`src/rtl/dmac_channel_arbiter.sv`:
```
// Round-robin arbiter sharing one AHB master port between NUM_CH DMA channels.
// Holds each grant until the channel's irq or an AHB ERROR, then drains the last data phase.
module dmac_channel_arbiter #(
    parameter int unsigned NUM_CH = 2,
    parameter int unsigned IDW    = $clog2(NUM_CH)
) (
    input  logic                   clk,
    input  logic                   rst,
    input  logic [NUM_CH-1:0]      dma_req,
    input  logic [NUM_CH-1:0]      irq_clr,
    input  logic [NUM_CH-1:0]      ch_irq,
    input  logic [2*NUM_CH-1:0]    ch_htrans,
    input  logic [NUM_CH-1:0]      ch_write,
    input  logic [32*NUM_CH-1:0]   ch_maddr,
    input  logic [32*NUM_CH-1:0]   ch_mwdata,
    input  logic                   HReady,
    input  logic [1:0]             HResp,
    output logic [NUM_CH-1:0]      ch_en,
    output logic [NUM_CH-1:0]      ch_ready,
    output logic [1:0]             HTrans,
    output logic                   HWrite,
    output logic [31:0]            HAddr,
    output logic [31:0]            HWData,
    output logic [IDW-1:0]         grant_id,
    output logic                   busy,
    output logic [NUM_CH-1:0]      done_stat,
    output logic [NUM_CH-1:0]      err_stat,
    output logic                   irq
);

    typedef enum logic [1:0] {IDLE, ACTIVE, DRAIN} state_e;

    state_e              state_q, state_d;
    logic [IDW-1:0]      grant_q, grant_d;
    logic [IDW-1:0]      last_q, last_d;
    logic [NUM_CH-1:0]   en_q, en_d;
    logic [NUM_CH-1:0]   done_q, done_d;
    logic [NUM_CH-1:0]   err_q, err_d;
    logic                busy_q, busy_d;
    logic                irq_q, irq_d;

    logic [NUM_CH-1:0]   elig;
    logic [NUM_CH-1:0]   set_done, set_err;
    logic                found;
    logic [IDW-1:0]      sel, cand;

    // A channel with pending status must be cleared by software before it can retrigger.
    assign elig = dma_req & ~done_q & ~err_q;

    // Round-robin search starting one past the last granted channel.
    always_comb begin
        found = 1'b0;
        sel   = '0;
        cand  = '0;
        for (int unsigned k = 1; k <= NUM_CH; k++) begin
            cand = IDW'((32'(last_q) + k) % NUM_CH);
            if (!found && elig[cand]) begin
                found = 1'b1;
                sel   = cand;
            end
        end
    end

    always_comb begin
        state_d  = state_q;
        grant_d  = grant_q;
        last_d   = last_q;
        set_done = '0;
        set_err  = '0;
        en_d     = '0;

        case (state_q)
            IDLE: begin
                if (found) begin
                    grant_d = sel;
                    last_d  = sel;
                    state_d = ACTIVE;
                end
            end
            ACTIVE: begin
                // ERROR wins over a coincident completion irq.
                if (HResp == 2'b01 && !HReady) begin
                    set_err[grant_q] = 1'b1;
                    state_d          = DRAIN;
                end else if (ch_irq[grant_q]) begin
                    set_done[grant_q] = 1'b1;
                    state_d           = DRAIN;
                end
            end
            DRAIN: begin
                if (HReady) begin
                    state_d = IDLE;
                end
            end
            default: state_d = IDLE;
        endcase

        // Set beats clear on a same-cycle collision.
        done_d = (done_q & ~irq_clr) | set_done;
        err_d  = (err_q & ~irq_clr) | set_err;

        if (state_d == ACTIVE) begin
            en_d[grant_d] = 1'b1;
        end
        busy_d = (state_d != IDLE);
        irq_d  = |(done_d | err_d);
    end

    always_ff @(posedge clk) begin
        if (rst) begin
            state_q <= IDLE;
            grant_q <= '0;
            last_q  <= IDW'(NUM_CH - 1);
            en_q    <= '0;
            done_q  <= '0;
            err_q   <= '0;
            busy_q  <= 1'b0;
            irq_q   <= 1'b0;
        end else begin
            state_q <= state_d;
            grant_q <= grant_d;
            last_q  <= last_d;
            en_q    <= en_d;
            done_q  <= done_d;
            err_q   <= err_d;
            busy_q  <= busy_d;
            irq_q   <= irq_d;
        end
    end

    // Bus steering: address/data/write stay muxed through DRAIN, HTrans only while ACTIVE.
    always_comb begin
        HTrans   = 2'b00;
        HWrite   = 1'b0;
        HAddr    = '0;
        HWData   = '0;
        ch_ready = '0;
        if (state_q != IDLE) begin
            HWrite            = ch_write[grant_q];
            HAddr             = ch_maddr[{grant_q, 5'b0} +: 32];
            HWData            = ch_mwdata[{grant_q, 5'b0} +: 32];
            ch_ready[grant_q] = HReady;
        end
        if (state_q == ACTIVE) begin
            HTrans = ch_htrans[{grant_q, 1'b0} +: 2];
        end
    end

    assign ch_en     = en_q;
    assign grant_id  = grant_q;
    assign busy      = busy_q;
    assign done_stat = done_q;
    assign err_stat  = err_q;
    assign irq       = irq_q;

endmodule

```
`config.mk`:
```
export PLATFORM = sky130hd
export DESIGN_NAME = dmac_channel_arbiter
export DESIGN_NICKNAME = d
export VERILOG_FILES = /design/src/rtl/dmac_channel_arbiter.sv
export SDC_FILE = /design/constraint.sdc
export NUM_CORES = 1
export LEC_CHECK = 0
export ABC_AREA = 1
export CAP_MARGIN = 20
export CORE_AREA = 2 2 87 89
export DETAILED_ROUTE_END_ITERATION = 7
export DIE_AREA = 0 0 89 91
export HOLD_SLACK_MARGIN = 0.03
export PLACE_DENSITY = 0.75
export SYNTH_ARGS = -nofsm -noshare
export SYNTH_HDL_FRONTEND = slang
export SYNTH_SLANG_ARGS = --single-unit
export TNS_END_PERCENT = 100
```
`constraint.sdc`:
```
create_clock -name clk -period 2.7 [get_ports clk]
set_input_delay 0.27 -clock clk [delete_from_list [all_inputs] [get_ports clk]]
set_output_delay 0.27 -clock clk [all_outputs]
set_load 0.02 [all_outputs]
```
==> out/metrics.csv <==
stage,metric,value,unit
routing,drc,0,
grt,grt_max_degree,72,
grt,track_usage,18.79,%
floorplanning,die-area,8099,µm²
floorplanning,rows,31,
power_and_ir_drop,powerDensity,353.2,nW/µm²
clock_network,clk_pin_slew_worst_paths,0.05,ns
grt,grt-ovfl-total,0,
routing,firstDrtPassIters,4,
setup_path,rr_worst_depth,8,
setup_path,endpoint,HAddr[17],
setup_path,crit_type,reg2out,
sta,worstMarginPinSlew,0.4918,ns
synth,yosysMostFrequentCell,nand2_1,
setup_path,worstPathRequired,2.43,ns
setup_path,crit_chain,inv_2 > buf_12 > nand2_1 > a21oi_1 > clkdlybuf4s50_1,
synth,syn_area,1525,µm²
grt,grt_pass1_vias,2494,
setup_path,crit_fanout,51,
synth,synth_commonest_cells,"160 x nand2_1, 65 x a21oi_1, 18 x inv_1",
clock_network,cts_root_buffer,clkbuf_8,
setup_path,worstSetupStartpointType,flip-flop,
clock_network,ctsResizeCount,0,
cells_and_area,area_growth,151.1,%
grt,antenna_found_initial,1,
power_and_ir_drop,seqPwrFrac,15.1,%
routing,detail-route-antenna-nets,0,
sta,slew_viol_final,0,
sta,finalHoldViolCount,0,
cells_and_area,multiInputGateArea,1065,µm²
routing,totalWireLength,8329,µm
setup_path,r2r-start,state_q[0]$_SDFF_PP0_,
synth,synth_seq_cells,12,
cells_and_area,finalNonFillerCells,613,
setup_path,cp_slowest_cell,clkdlybuf4s50_1,
synth,synth_ff_type,dfxtp_1,
power_and_ir_drop,combPwrFrac,73.2,%
sta,fmax,446.9,MHz
cells_and_area,nNetsFinal,660,
synth,ys_types,17,
clock_network,numCtsBuffers,3,
cells_and_area,seq_area,241.5,µm²
grt,grt_first_pass_wirelength,12340,µm
power_and_ir_drop,p_sw,0.5582,mW
setup_path,cpPeakStageDelay,0.63,ns
synth,synth_edf_count,0,
synth,synth_largest_area_cell,nand2_1,
power_and_ir_drop,p_int,0.7947,mW
placement,routabilityCongestion,0.8452,
synth,syn_area_per_cell,4.984,µm²
floorplanning,start_util,21.37,%
clock_network,hold_buffers,0,
cells_and_area,layout-drive-gt1-share,2.729,%
clock_network,postCtsSetupRepairBufs,0,
synth,yosysTopAreaCellShare,39.38,%
placement,dpl.cell_count,609,
sta,slew_headroom,67.21,%
setup_path,endpoint_kind,primary output,
synth,yosysWarnings,0,
floorplanning,die_w,89,µm
outcome,status,"complete, no violations",
routing,wl_per_cell,13.59,µm
setup_path,cp.arrival,1.97,ns
synth,syn_nets,451,
setup_path,r2r_slack,1.20,ns
power_and_ir_drop,peakVddDrop,330.8,µV
sta,setup_viol,0,
power_and_ir_drop,clkPwrFrac,11.7,%
floorplanning,core,7137,µm²
cells_and_area,nFillCells,719,
worst_hold_path,hp-class,reg2reg,
run,maxCapViolCount,0,
routing,vias_per_cell,4.452,
power_and_ir_drop,leakagePower,1.628,nW
synth,netlist_instances,306,
sta,rsz0062_at_grt,no,
sta,fin_setup_tns,0,ns
sta,finalCriticalPeriod,2.238,ns
routing,drtIter0Drc,70,
clock_network,cts_tree,yes,
sta,skew,0.001848,ns
sta,period_share,82.88,%
synth,synth_area_leaders,"nand2_1 39%, a21oi_1 21%, dfxtp_1 16%, buf_4 4.4%, inv_1 4.4%",
placement,port_buffers,222,
placement,dp_hpwl,6510,µm
clock_network,cts_sinks,12,
routing,vias,2729,
synth,async_flop_share,0,%
clock_network,cts_buffer_depth,2,
clock_network,clk_latency,0.24,ns
power_and_ir_drop,p_sw_share,41.26,%
clock_network,ctsHtreeMaxLevel,1,
floorplanning,io_pins,223,
setup_path,reg2reg_to,ch_en[1]$_SDFF_PP0_,
setup_path,crit_start,grant_id$_SDFF_PP0_,
floorplanning,fp.dieH,91,µm
synth,seq_area_frac_synth,15.75,%
## critical path, delay by kind of cell (launching register included)
kind,cells,cell delay (ns)
compound gates,1,0.17
buf+inv,3,1.13
flops,1,0.33
simple gates,1,0.08
## per-stage QoR
stage                     utilization, %  hold slack [ns]  power [mW]  setup slack [ns]  cell area, µm²
final                              53.66           0.5511       1.353            0.4623            3830
after CTS                          53.63           0.5140       1.363            0.4411            3827
after global placement             53.05           0.4455       1.185            0.7393            3786
after global routing               53.63           0.5486       1.443            0.3159            3827
after detailed placement           53.05           0.4569       1.197            0.7021            3786
after floorplan                        -           0.3424      0.6729             1.125            1525
## logic make-up after synthesis
group | synth area share [%]
buf+inv | 14.44
compound gates | 22.48
simple gates | 47.34
flops | 15.75
## worst min path at each step
stage | from | end | slack [ns] | depth (start not counted)
floorplan | rst | grant_id$_SDFF_PP0_ | 0.34 | 1
global placement | last_q$_SDFFE_PP1P_ | last_q$_SDFFE_PP1P_ | 0.45 | 2
detailed placement | last_q$_SDFFE_PP1P_ | last_q$_SDFFE_PP1P_ | 0.46 | 2
CTS | last_q$_SDFFE_PP1P_ | last_q$_SDFFE_PP1P_ | 0.51 | 2
global route | last_q$_SDFFE_PP1P_ | last_q$_SDFFE_PP1P_ | 0.55 | 2
finish | last_q$_SDFFE_PP1P_ | last_q$_SDFFE_PP1P_ | 0.55 | 2
## state kept, by name, summed over array words and instances (netlist names)
register and count:
ch_en 2, done_stat 2, err_stat 2, state_q 2, busy 1, grant_id 1
irq 1, last_q 1
## layout by cell type (no fill, tap or decap)
cell             count
diode_2              1
nand4_1              1
nor2_2               1
a21oi_1             65
clkbuf_8             3
nand3_1              8
buf_12               2
inv_2                3
buf_4                2
clkdlybuf4s50_1    222
a22o_1               2
nor2_1              10
nor2_4               1
inv_1               18
dfxtp_1             11
nor3_1               2
dfxtp_2              1
nand3_2              1
nand2_1            160
## power by group through the flow
| stage | Clock [mW] | Sequential (mW) | Combinational (mW) |
|---|---|---|---|
| floorplan | 0 | 0.219 | 0.454 |
| global placement | 0 | 0.207 | 0.978 |
| detailed placement | 0 | 0.207 | 0.989 |
| CTS | 0.162 | 0.204 | 0.996 |
| global route | 0.174 | 0.205 | 1.06 |
| finish | 0.158 | 0.204 | 0.991 |
## layer usage
layer	global-route usage, %	vias to the layer above	routed length (µm)
met5	0	-	0
met4	5.100	0	218
met3	3.636	20	789
met2	36.13	133	4224
met1	20.14	1199	3096
li1	-	1377	-
## final cells by class
class,count,share of cell area (%)
Antenna cell,1,0.06534
Clock buffer,3,1.078
Inverter,21,2.058
Multi-Input combinational cell,251,27.80
Sequential cell,12,6.305
Tap cell,99,3.234
Timing Repair Buffer,226,59.46
No activity file was read; power rests on OpenSTA's default activity.
